$ cat config.mk
export PLATFORM = sky130hd
export DESIGN_NAME = mult_seq_flat
export DESIGN_NICKNAME = d
export VERILOG_FILES = /design/src/rtl/mult_seq_pkg.sv /design/src/rtl/mult_seq_if.sv /design/src/rtl/mult_seq_somador_n.sv /design/src/rtl/mult_seq.sv /design/src/flat_wrapper.sv
export SDC_FILE = /design/constraint.sdc
export NUM_CORES = 1
export LEC_CHECK = 0
export CAP_MARGIN = 5
export CORE_AREA = 2 2 85 87
export CTS_CLUSTER_DIAMETER = 40
export DETAILED_ROUTE_END_ITERATION = 8
export DIE_AREA = 0 0 87 89
export PLACE_DENSITY = 0.52
export SYNTH_ARGS = -nofsm -noshare
export SYNTH_HDL_FRONTEND = slang
export SYNTH_SLANG_ARGS = --single-unit
export TNS_END_PERCENT = 10
$ cat constraint.sdc
create_clock -name clk -period 2.6 [get_ports clk]
set_input_delay 0.52 -clock clk [delete_from_list [all_inputs] [get_ports clk]]
set_output_delay 0.52 -clock clk [all_outputs]
set_load 0.005 [all_outputs]
$ cat src/rtl/mult_seq_pkg.sv
// Shared definitions for the sequential shift-and-add multiplier:
// FSM state encoding and width helpers.
package mult_seq_pkg;

  typedef enum logic {
    IDLE = 1'b0,
    CALC = 1'b1
  } state_t;

  // Product width for a WA x WB multiply.
  function automatic int calc_pw(input int wa, input int wb);
    return wa + wb;
  endfunction

  // Iteration counter width; never narrower than one bit.
  function automatic int calc_cw(input int wb);
    return (wb <= 2) ? 1 : $clog2(wb);
  endfunction

endpackage

$ cat src/rtl/mult_seq_if.sv
// Start/done handshake and operand/result bus of the multiplier.
interface mult_seq_if
  import mult_seq_pkg::*;
#(
  parameter int WIDTH_A = 5,
  parameter int WIDTH_B = 5
);

  localparam int PW = calc_pw(WIDTH_A, WIDTH_B);

  logic               start;
  logic               signed_mode;
  logic [WIDTH_A-1:0] a;
  logic [WIDTH_B-1:0] b;
  logic               busy;
  logic               done;
  logic [PW-1:0]      product;

  modport master (
    output start, signed_mode, a, b,
    input  busy, done, product
  );

  modport slave (
    input  start, signed_mode, a, b,
    output busy, done, product
  );

endinterface

$ cat src/rtl/mult_seq_somador_n.sv
// N-bit ripple-carry adder built from a chain of full-adder cells.
module full_adder (
  input  logic a,
  input  logic b,
  input  logic cin,
  output logic sum,
  output logic cout
);

  assign sum  = a ^ b ^ cin;
  assign cout = (a & b) | (cin & (a ^ b));

endmodule

module somador_n #(
  parameter int N = 4
) (
  input  logic [N-1:0] a,
  input  logic [N-1:0] b,
  input  logic         cin,
  output logic [N-1:0] sum,
  output logic         cout
);

  logic [N:0] carry;

  assign carry[0] = cin;

  for (genvar i = 0; i < N; i++) begin : g_bit
    full_adder u_fa (
      .a    (a[i]),
      .b    (b[i]),
      .cin  (carry[i]),
      .sum  (sum[i]),
      .cout (carry[i+1])
    );
  end

  assign cout = carry[N];

endmodule

$ cat src/rtl/mult_seq.sv
// Sequential WIDTH_A x WIDTH_B shift-and-add multiplier, unsigned or
// two's complement. Operates on magnitudes, one partial product per
// clock, and applies the sign on the last iteration.
module mult_seq
  import mult_seq_pkg::*;
#(
  parameter int WIDTH_A = 5,
  parameter int WIDTH_B = 5
) (
  input  logic        clk,
  input  logic        rst_n,
  mult_seq_if.slave   bus
);

  localparam int PW = calc_pw(WIDTH_A, WIDTH_B);
  localparam int CW = calc_cw(WIDTH_B);
  localparam logic [CW-1:0] LAST = CW'(WIDTH_B - 1);

  state_t state, state_nxt;
  logic   ld, step, fin;

  logic               neg_r;
  logic [WIDTH_A-1:0] mag_a_r;
  logic [WIDTH_B-1:0] mplier_r;
  logic [PW-1:0]      acc_r;
  logic [CW-1:0]      cnt_r;
  logic               done_r;
  logic [PW-1:0]      product_r;

  logic [WIDTH_A-1:0] mag_a_in;
  logic [WIDTH_B-1:0] mag_b_in;
  logic [WIDTH_A-1:0] addend;
  logic [WIDTH_A-1:0] sum_hi;
  logic               cout_hi;
  logic [PW-1:0]      acc_nxt;
  logic [PW-1:0]      neg_sum;
  logic               neg_cout_unused;
  logic [PW-1:0]      zero_pw;

  // Magnitudes: negative signed operands are negated; the most-negative
  // value maps to 2^(W-1), which still fits unsigned in W bits.
  assign mag_a_in = (bus.signed_mode & bus.a[WIDTH_A-1]) ? WIDTH_A'(~bus.a + 1'b1) : bus.a;
  assign mag_b_in = (bus.signed_mode & bus.b[WIDTH_B-1]) ? WIDTH_B'(~bus.b + 1'b1) : bus.b;

  assign addend  = mplier_r[0] ? mag_a_r : '0;
  assign zero_pw = '0;

  somador_n #(.N(WIDTH_A)) u_acc_add (
    .a    (acc_r[PW-1:WIDTH_B]),
    .b    (addend),
    .cin  (1'b0),
    .sum  (sum_hi),
    .cout (cout_hi)
  );

  // Carry becomes the new top bit; the whole accumulator shifts right.
  assign acc_nxt = {cout_hi, sum_hi, acc_r[WIDTH_B-1:1]};

  somador_n #(.N(PW)) u_negate (
    .a    (~acc_nxt),
    .b    (zero_pw),
    .cin  (1'b1),
    .sum  (neg_sum),
    .cout (neg_cout_unused)
  );

  // State register.
  always_ff @(posedge clk or negedge rst_n) begin
    if (!rst_n) state <= IDLE;
    else        state <= state_nxt;
  end

  // Next-state logic: start only matters in IDLE, CALC runs WIDTH_B cycles.
  always_comb begin
    state_nxt = state;
    case (state)
      IDLE:    if (bus.start) state_nxt = CALC;
      CALC:    if (cnt_r == LAST) state_nxt = IDLE;
      default: state_nxt = IDLE;
    endcase
  end

  // Control decode from the current state.
  always_comb begin
    ld   = 1'b0;
    step = 1'b0;
    fin  = 1'b0;
    case (state)
      IDLE:    ld = bus.start;
      CALC: begin
        step = 1'b1;
        fin  = (cnt_r == LAST);
      end
      default: ;
    endcase
  end

  // Operand capture, shift-add iteration and result write-back.
  always_ff @(posedge clk or negedge rst_n) begin
    if (!rst_n) begin
      neg_r     <= 1'b0;
      mag_a_r   <= '0;
      mplier_r  <= '0;
      acc_r     <= '0;
      cnt_r     <= '0;
      done_r    <= 1'b0;
      product_r <= '0;
    end else begin
      done_r <= 1'b0;
      if (ld) begin
        neg_r    <= bus.signed_mode & (bus.a[WIDTH_A-1] ^ bus.b[WIDTH_B-1]);
        mag_a_r  <= mag_a_in;
        mplier_r <= mag_b_in;
        acc_r    <= '0;
        cnt_r    <= '0;
      end else if (step) begin
        acc_r    <= acc_nxt;
        mplier_r <= mplier_r >> 1;
        cnt_r    <= cnt_r + 1'b1;
        if (fin) begin
          product_r <= neg_r ? neg_sum : acc_nxt;
          done_r    <= 1'b1;
        end
      end
    end
  end

  assign bus.busy    = (state == CALC);
  assign bus.done    = done_r;
  assign bus.product = product_r;

endmodule

$ cat src/flat_wrapper.sv
// flat-port wrapper written by rule: the top's interface ports become plain ports
module mult_seq_flat import mult_seq_pkg::*;
#(
  parameter int WIDTH_A = 5,
  parameter int WIDTH_B = 5
)
  (clk, rst_n, bus_start, bus_signed_mode, bus_a, bus_b, bus_busy, bus_done, bus_product);
  mult_seq_if #(.WIDTH_A(WIDTH_A), .WIDTH_B(WIDTH_B)) bus_i ();
  input  logic clk;
  input  logic rst_n;
  input wire logic [$bits(bus_i.start)-1:0] bus_start;
  input wire logic [$bits(bus_i.signed_mode)-1:0] bus_signed_mode;
  input wire logic [$bits(bus_i.a)-1:0] bus_a;
  input wire logic [$bits(bus_i.b)-1:0] bus_b;
  output wire logic [$bits(bus_i.busy)-1:0] bus_busy;
  output wire logic [$bits(bus_i.done)-1:0] bus_done;
  output wire logic [$bits(bus_i.product)-1:0] bus_product;
  assign bus_i.start = bus_start;
  assign bus_i.signed_mode = bus_signed_mode;
  assign bus_i.a = bus_a;
  assign bus_i.b = bus_b;
  assign bus_busy = bus_i.busy;
  assign bus_done = bus_i.done;
  assign bus_product = bus_i.product;
  mult_seq #(.WIDTH_A(WIDTH_A), .WIDTH_B(WIDTH_B)) u_core (.clk(clk), .rst_n(rst_n), .bus(bus_i));
endmodule
### Yosys cells after proc, flatten, opt, wreduce, memory -nomap -nowiden

Cells that the tools add are included.

| word-level totals | value |
|---|---|
| memories kept | 0 |
| memory bits (writable) | 0 |
| register bits after elaboration | 36 |
| output and inout port bits | 12 |
| input bits | 14 |
| memory bits (read-only) | 0 |
| latch bits | 0 |

| cells by class | value |
|---|---|
| equal/unequal tests | 1 |
| add/sub/neg operators | 3 |
| magnitude comparators | 0 |
| reductions and logical operators | 2 |
| divide/modulo/power cells | 0 |
| multiply operators | 0 |
| bitwise operators | 49 |
| shift operators | 0 |
| multiplexer cells | 19 |

Operators with widths:

| cell | count |
|---|---|
| 10-bit two-way mux | 3 |
| 5-bit two-way mux | 5 |
| 1-bit AND | 20 |
| 1-bit XOR | 19 |
| 5-bit by 1-bit adder with 5-bit output, second input constant | 2 |
| 10-bit inverter | 1 |
| 5-bit inverter | 2 |
| 1-bit two-way mux | 8 |
| 3-bit two-way mux | 2 |
| 1-bit bitwise OR | 4 |
| 3-bit by 1-bit adder with 3-bit output, second input constant | 1 |
| 3-bit == test, second input constant | 1 |
| 1-bit inverter | 3 |
| 3-bit AND reduction | 1 |
| 1-bit case mux with 2 select lines | 1 |
| 2-bit nonzero test | 1 |

### Longest topological paths before layout

| logic depth | value |
|---|---|
| word-level depth | 21 |
| mapped depth | 11 |
| depth with buffers taken out | 11 |

### Modules after synthesis

Synthesis repeated with hierarchy kept, for this count alone.

| unflattened totals | value |
|---|---|
| cells, all modules | 181 |
| area, all modules | 1983.2 um2 |

By module, submodules not included:

| module | cells each | area an instance (um2) | times used |
|---|---|---|---|
| mult_seq | 166 | 1682.9 | 1 |
| full_adder | 1 | 20.0 | 15 |

### Worst setup path before layout

OpenSTA, ideal clock, no wires.

| path | value |
|---|---|
| path type | register to register |
| start | register u_core.mplier_r[0] |
| end | register u_core.product_r[9], in the netlist u_core.bus.product[9] |
| cell stages (with the launch flop) | 11 |
| clock period less this slack | 2.575 ns |
| required time | 2.468 ns |
| data arrival time | 2.443 ns |
| buffers on the path | 0 |
| setup slack | 0.025 ns |
| setup time | 0.132 ns |
| cell sequence | dfrtp_1 and2_1 ha_1 fa_1 inv_1 fa_1 fa_1 fa_1 a21boi_1 xor2_1 o21ai_1 |

| between the ends | value |
|---|---|
| word-level cells in the longest chain between the ends | 13 |
| elaborated cells between the ends (all ways) | 31 |
| those cells by class | mux (2); bitwise (29) |

RTL lines:

| item | RTL line | RTL |
|---|---|---|
| start, declared | mult_seq.sv:24 | `logic [WIDTH_B-1:0] mplier_r;` |
| start signal, assigned | mult_seq.sv:113 | `mplier_r <= mag_b_in;` |
| start signal, assigned | mult_seq.sv:118 | `mplier_r <= mplier_r >> 1;` |
| 5-bit two-way mux (*) | mult_seq.sv:45 | `assign addend = mplier_r[0] ? mag_a_r : '0;` |
| 1-bit AND or 1-bit XOR (tied branches) | mult_seq_somador_n.sv:11, mult_seq_somador_n.sv:10 |  |
| 1-bit AND | mult_seq_somador_n.sv:11 | `assign cout = (a & b) \| (cin & (a ^ b));` |
| 1-bit bitwise OR | mult_seq_somador_n.sv:11 |  |
| 1-bit AND | mult_seq_somador_n.sv:11 |  |
| 1-bit bitwise OR | mult_seq_somador_n.sv:11 |  |
| 1-bit AND | mult_seq_somador_n.sv:11 |  |
| 1-bit bitwise OR | mult_seq_somador_n.sv:11 |  |
| 1-bit AND or 1-bit XOR (tied branches) | mult_seq_somador_n.sv:11, mult_seq_somador_n.sv:10 |  |
| 1-bit bitwise OR or 10-bit inverter (tied branches) | mult_seq_somador_n.sv:11, mult_seq.sv:60 |  |
| 10-bit inverter or 1-bit AND (tied branches) | mult_seq.sv:60, mult_seq_somador_n.sv:11 |  |
| 1-bit XOR | mult_seq_somador_n.sv:10 | `assign sum = a ^ b ^ cin;` |
| 10-bit two-way mux (*) | mult_seq.sv:121 | `product_r <= neg_r ? neg_sum : acc_nxt;` |
| end signal, assigned | mult_seq.sv:121 |  |
| end, declared | mult_seq.sv:28 | `logic [PW-1:0] product_r;` |

Mark *: on every way between the ends. The rest lies on a longest branch, timed or not.
A chain may end at the register's enable or synchronous reset.

### Final worst setup path

Same ends and word-level chain as after synthesis.

==> qor.csv <==
metric;value;unit
number of global-route vias before repair;1250;
Synth Area in Adders;12.4;%
die width;87;um
Setup Crit Path Kind;flop to flop;
register area;876;um2
Layout area overhead;25.1;%
worst skew pair latency;0.28;ns
syn nets;217;
Compound-Gate Fraction of Synth Area;13.8;%
TritonCTS buffer count;5;
Synth Area in XOR/XNOR;3.30;%
core footprint;6720;um2
initial core utilization;27.6;%
Worst path max stage delay;0.48;ns
H-tree depth;2;
most common cell after layout, fill and taps aside;dfrtp_1;
most frequent cells in the layout;35 x dfrtp_1, 33 x nand2_1, 25 x clkdlybuf4s50_1;
Worst path top cell family by delay;adder cells;
Multi-input gate area;875;um2
GRT Util Overall;9.77;%
DP Wirelength;2.57;mm
Reg clk slew, reported paths;0.07;ns
Tmin final;2.55;ns
Num Clock Sinks;35;
Post-CTS Hold Fix Bufs;0;
Buffers & Inverters on Critical Path;1;
Die ar.;7740;um2
DRC Markers;0;
wire length per cell;11.6;um
leak pwr;1.00;nW
final design utilization;34.6;%
setup violators final;0;
worst-margin pin slew;0.710;ns
remaining global-route overflow;0;
1st-pass router iterations;4;
GP Congestion;0.701;
RSZ-0062 raised after global routing;yes;
post-synthesis register bit count;35;
Layout Nets;248;
Mapped Area;1860;um2
critical path fanouts, max;4;
CP max stage cell;fa_1;
post-synthesis sequential area ratio;47.2;%
dpl ws;-0.0213;ns
status;finished clean;
crit share post-route;98.1;%
Avg Vias per Cell;4.41;
Slew headroom;52.5;%
Final Hold Viols;0;
first-pass GRT wire length;5.88;mm
multiplexer share of the synthesized area;3.77;%
Critical Path AT;2.69;ns
slack of the critical path;0.0504;ns
dominant combinational cell family by area after synthesis;compound AO/OA/AOI/OAI gates;
count of boundary I/O pins;26;
initial antenna violation count;0;
Crit path required time;2.74;ns
antenna viol nets, final;0;
clock skew;0.00362;ns
f_max;392;MHz
DR iter-0 viols;20;
diode count;0;
root buffer cell;clkbuf_8;
port buffer count;25;
Die Ht;89;um
vias;1320;
share of cells above drive strength 1;10.5;%
CTS tree;built;
Max Root-Sink Buffers;2;
Yosys cell types;33;
Ys Warns;0;
WL final;3.48;mm
FILL cells;678;
MaxCap Viol Count;0;
pwr/cell area;1000;nW/um2
syn avg cell area;9.93;um2
largest net degree at the start of global routing;36;
Synth Area in Simple Gates;12.9;%
Row Count;30;
Slew Viols, Final;0;
Crit. End Element;flop;
worst min path class;flop to flop;
Startpoint Class;flop;
critical path, cell by cell;and2_4 -> ha_1 -> fa_1 -> inv_1 -> fa_2 -> fa_2 -> fa_1 -> a21boi_2 -> xor2_1 -> o21ai_1;
Mapped Cells;187;
VDD IR max;217;uV
kinds of logic after synthesis:
family	Yosys count
multiplexers	7
AND/OR/NAND/NOR	52
AO/OA/AOI/OAI	43
buffers and inverters	27
XOR/XNOR	7
flip-flops	35
adder cells (fa/ha/maj)	16
path summary, 6_finish.rpt:
path | slack [ns] | startpoint | endpoint | cells after the start
setup / recovery | 0.05 | u_core.mplier_r[0] | u_core.bus.product[9] | 10
max in group asynchronous | 1.63 | rst_n | u_core.bus.product[8] | 2
min in group asynchronous | 0.65 | rst_n | u_core.cnt_r[0] | 2
hold / removal | 0.48 | u_core.bus.product[0] | u_core.bus.product[0] | 2
setup reg to reg | 0.05 | u_core.mplier_r[0] | u_core.bus.product[9] | 10
hold reg to reg | 0.48 | u_core.bus.product[0] | u_core.bus.product[0] | 2
layer usage:
layer / global-route usage, % / wire length (um)
met1: 13.3 / 1880
met5: 0 / 0
met3: 1.94 / 109
met4: 5.11 / 64
met2: 14.8 / 1420
power breakdown:
group | leakage (nW) | internal (mW) | switching, mW | total (mW)
logic | 0.495 | 0.501 | 0.478 | 0.979
registers | 0.457 | 0.752 | 0.165 | 0.917
clock network | 0.0515 | 0.242 | 0.188 | 0.430
total | 1.00 | 1.49 | 0.831 | 2.33
worst min-delay path: stages (launching register included):
cell and delay [ns]:
dfrtp_1 0.34, nand2_1 0.05, o21ai_1 0.06
cell usage after synthesis:
cell / count / area (um2)
a21boi_0: 1 / 7.51
clkbuf_1: 2 / 7.51
mux2i_1: 7 / 70.1
a21oi_1: 3 / 15.0
o311ai_1: 2 / 17.5
inv_2: 1 / 3.75
o21ai_1: 24 / 120
o211ai_1: 1 / 7.51
inv_4: 1 / 6.26
a21boi_1: 1 / 7.51
nand4_1: 1 / 6.26
or3_1: 1 / 6.26
inv_1: 18 / 67.6
xor2_1: 4 / 35.0
and2_1: 2 / 12.5
dfrtp_1: 35 / 876
nand3_1: 4 / 20.0
o31ai_1: 7 / 52.6
xnor2_1: 3 / 26.3
nand3b_1: 2 / 15.0
buf_2: 3 / 15.0
nor3b_1: 2 / 15.0
o21ai_0: 1 / 5.00
buf_6: 2 / 22.5
nand2b_2: 1 / 8.76
a311oi_1: 1 / 8.76
nor2_4: 1 / 11.3
fa_1: 4 / 80.1
nor2_1: 4 / 15.0
ha_1: 12 / 150
nand2b_1: 1 / 6.26
nand2_1: 33 / 124
a22oi_1: 2 / 15.0
state kept, by name, indices dropped and copies added (netlist names):
register and count:
u_core.acc_r 9, u_core.bus.busy 1, u_core.mag_a_r 5, u_core.bus.product 10
u_core.mplier_r 5, u_core.bus.done 1, u_core.cnt_r 3, u_core.neg_r 1
timing repair:
action / CTS / global route
setup buffers: 0 / 1
cloned: 0 / 0
gates resized for setup: 2 / 4
setup endpoints to repair: 2 / 3
pin swaps: 2 / 0
area by class of cell:
cell class                 count  area share, %
clock buffer                   8           4.31
sequential                    35           37.7
multi-input combinational    125           37.6
tap                           80           4.31
inverter                      20           3.34
timing repair buffer          31           12.7
through the flow:
step / cell area [um2] / TNS (ns) / std cells / total power [mW] / hold WS (ns)
floorplan: 1860 / 0 / 187 / 1.55 / 0.224
global placement: 2200 / 0 / 290 / 1.88 / 0.467
detailed placement: 2200 / -0.0213 / 290 / 1.89 / 0.473
CTS: 2300 / 0 / 298 / 2.35 / 0.489
global route: 2320 / -0.165 / 299 / 2.58 / 0.508
finish: 2320 / 0 / 299 / 2.33 / 0.483
Power figures use the tool's default switching activity.
==> RTL edit: new RTL, config.mk and constraints unchanged <==
`WIDTH_A` is set to 5 in 3 places; all go to 10.
--- a/src/rtl/mult_seq_if.sv
+++ b/src/rtl/mult_seq_if.sv
@@ -4,3 +4,3 @@
 #(
-  parameter int WIDTH_A = 5,
+  parameter int WIDTH_A = 10,
   parameter int WIDTH_B = 5
--- a/src/rtl/mult_seq.sv
+++ b/src/rtl/mult_seq.sv
@@ -6,3 +6,3 @@
 #(
-  parameter int WIDTH_A = 5,
+  parameter int WIDTH_A = 10,
   parameter int WIDTH_B = 5
--- a/src/flat_wrapper.sv
+++ b/src/flat_wrapper.sv
@@ -3,3 +3,3 @@
 #(
-  parameter int WIDTH_A = 5,
+  parameter int WIDTH_A = 10,
   parameter int WIDTH_B = 5
Ports: changed (resized bus_a and bus_product); port bits go from 26 to 36. No check against the original RTL was run, so the function may have changed too.
==> RTL edit against the unedited design <==
- the flow now finishes with violations (setup timing)
- first-iteration DRC count rose to 4.0 times the old value
- power up 46%
- final cell count up 42%
- synthesized area up 48%
- cell area up 48%
- global-route usage up 4.9 points
- critical path depth up 8
- via count up 53%
- utilization up 17 points
- largest cell class is now multi-input combinational cells
- wire length up 48%
- worst setup slack worse by 1600 ps
- sequential cell count up 15
- highest routed layer unchanged
==> RTL edit: results (changes against the unedited design) <==
| Metric | Value |
|---|---|
| Root Buffer | `clkbuf_8` |
| Slowest Stage Delay on Critical Path | `450 ps (-30 ps)` |
| # setup viols final | `13 (+13)` |
| Max FO, Critical Path | `2 (-2)` |
| Port buffer count | `35 (+40%)` |
| CP arrival | `4320 ps (+1630 ps)` |
| Worst R2R End | `u_core.bus.product[14]` |
| Met1 wire length | `2650 µm (+41%)` |
| Worst-case vdd ir drop | `0.259 mV (+19%)` |
| Met2 wire length | `2210 µm (+55%)` |
| Routed wire length | `5130 µm (+48%)` |
| Number of flip-flops under the largest register name | `15 (+5)` |
| HPWL after detailed placement | `4020 µm (+57%)` |
| Synth area leaders | `dfrtp_1, ha_1, nand2_1` |
| Syn_area_per_cell | `9.51 µm² (-4.2%)` |
| Non-Filler Instances | `425 (+42%)` |
| Post-DR vias/cell | `4.76 (+7.7%)` |
| Layout cells sized above 1 | `14.2% (+3.7 points)` |
| Post-Syn Nets | `334 (+54%)` |
| Setup TNS | `-12350 ps (-12350 ps)` |
| 1st-iter DRT viols | `79 (+300%)` |
| Slew HR | `50.1% (-2.4 points)` |
| Vias in the first global route | `1900 (+52%)` |
| Setup slack, reg-to-reg | `-1530 ps (-1580 ps)` |
| Failing checks | `setup timing` |
| LEAKAGE | `1.53 nW (+53%)` |
| Final WS setup | `-1530 ps (-1580 ps)` |
| DRC Markers | `0 (unchanged)` |
| ANT cells | `0 (unchanged)` |
| Final Wtd Congestion | `0.709 (+1.2%)` |
| GR Util All Layers | `14.6% (+4.9 points)` |
| Largest net degree at the start of global routing | `32 (-11%)` |
| Post-placement cell count | `416 (+43%)` |
| Fill cell count | `679 (+0.15%)` |
| Worst setup path startpoint | `u_core.mag_a_r[0]` |
| Nets | `389 (+57%)` |
| Routed wl met3 | `199 µm (+83%)` |
| Status | `finished, violations left` |
| Clk_skew | `9.65 ps (+6.03 ps)` |
| Clock Latency Late Sink | `300 ps (+20 ps)` |
| Drt first pass iters | `4 (unchanged)` |
| Place WS | `-1620 ps (-1590 ps)` |
| Tightest Hold Check Type | `in -> async` |
| Unique cell type count in the Yosys netlist | `31 (-6.1%)` |
| Global-route wire length before repair | `8790 µm (+50%)` |
| Clk slew on worst S/H paths | `90 ps (+20 ps)` |
| Seq/Total Area, Yosys | `45.5% (-1.6 points)` |
| Post-synth top cells | `nand2_1, dfrtp_1, o21ai_1, inv_1, ha_1` |
| Setup crit end | `u_core.bus.product[14]` |
| Post-synthesis async set-or-reset flop share | `100% (unchanged)` |
| Cells on worst reg2reg path | `18 (+8)` |
## RTL edit: layout make-up
| cell class | instances | share of cell area, % |
|---|---|---|
| Timing Repair Buffer | 62 | 16.0 |
| Clock inverter | 2 | 0.401 |
| Inverter | 26 | 2.84 |
| Sequential cell | 50 | 36.4 |
| Clock buffer | 6 | 2.11 |
| Multi-Input combinational cell | 199 | 39.4 |
| Tap cell | 80 | 2.91 |
## RTL edit: kinds of logic after synthesis
kind of cell,Yosys count,share of synthesized area (%)
buffers and inverters,40,5.87
and+or+nand+nor,87,13.8
adders and majority gates,26,14.3
DFF,50,45.5
muxes,10,3.69
AOI/OAI and AO/OA,63,12.7
xor gates and xnor gates,13,4.14
## RTL edit: metrics by stage
stage,hold slack [ps],cell area [µm²]
finish,223,3440
global route,271,3440
CTS,246,3430
detailed placement,469,3340
global placement,458,3340
floorplan,224,2770
## RTL edit: metal layers
layer,vias up,GRT usage [%]
li1,1075,-
met1,899,20.1
met2,42,23.1
met3,5,3.42
met4,0,4.69
met5,-,0
## RTL edit: what timing repair did
item | in CTS | in global routing
endpoints found under the hold margin | 0 | 0
endpoints found under the setup margin | 13 | 15
buffers inserted | 0 | 1
gates resized for setup | 4 | 0
pin swaps | 6 | 1
## RTL edit: critical path, delay by kind of cell (launching register included)
kind / cells / cell delay (ps)
simple gates: 3 / 260
fa+ha+maj: 10 / 2990
flops: 1 / 360
compound gates: 1 / 70
xor+xnor: 1 / 180
buf+inv: 3 / 160
## RTL edit: power breakdown
| group | internal, mW | leakage (nW) | switching [mW] |
|---|---|---|---|
| sequential | 1.08 | 0.648 | 0.212 |
| clock | 0.190 | 0.0452 | 0.254 |
| combinational | 0.874 | 0.839 | 0.783 |
| total | 2.15 | 1.53 | 1.25 |
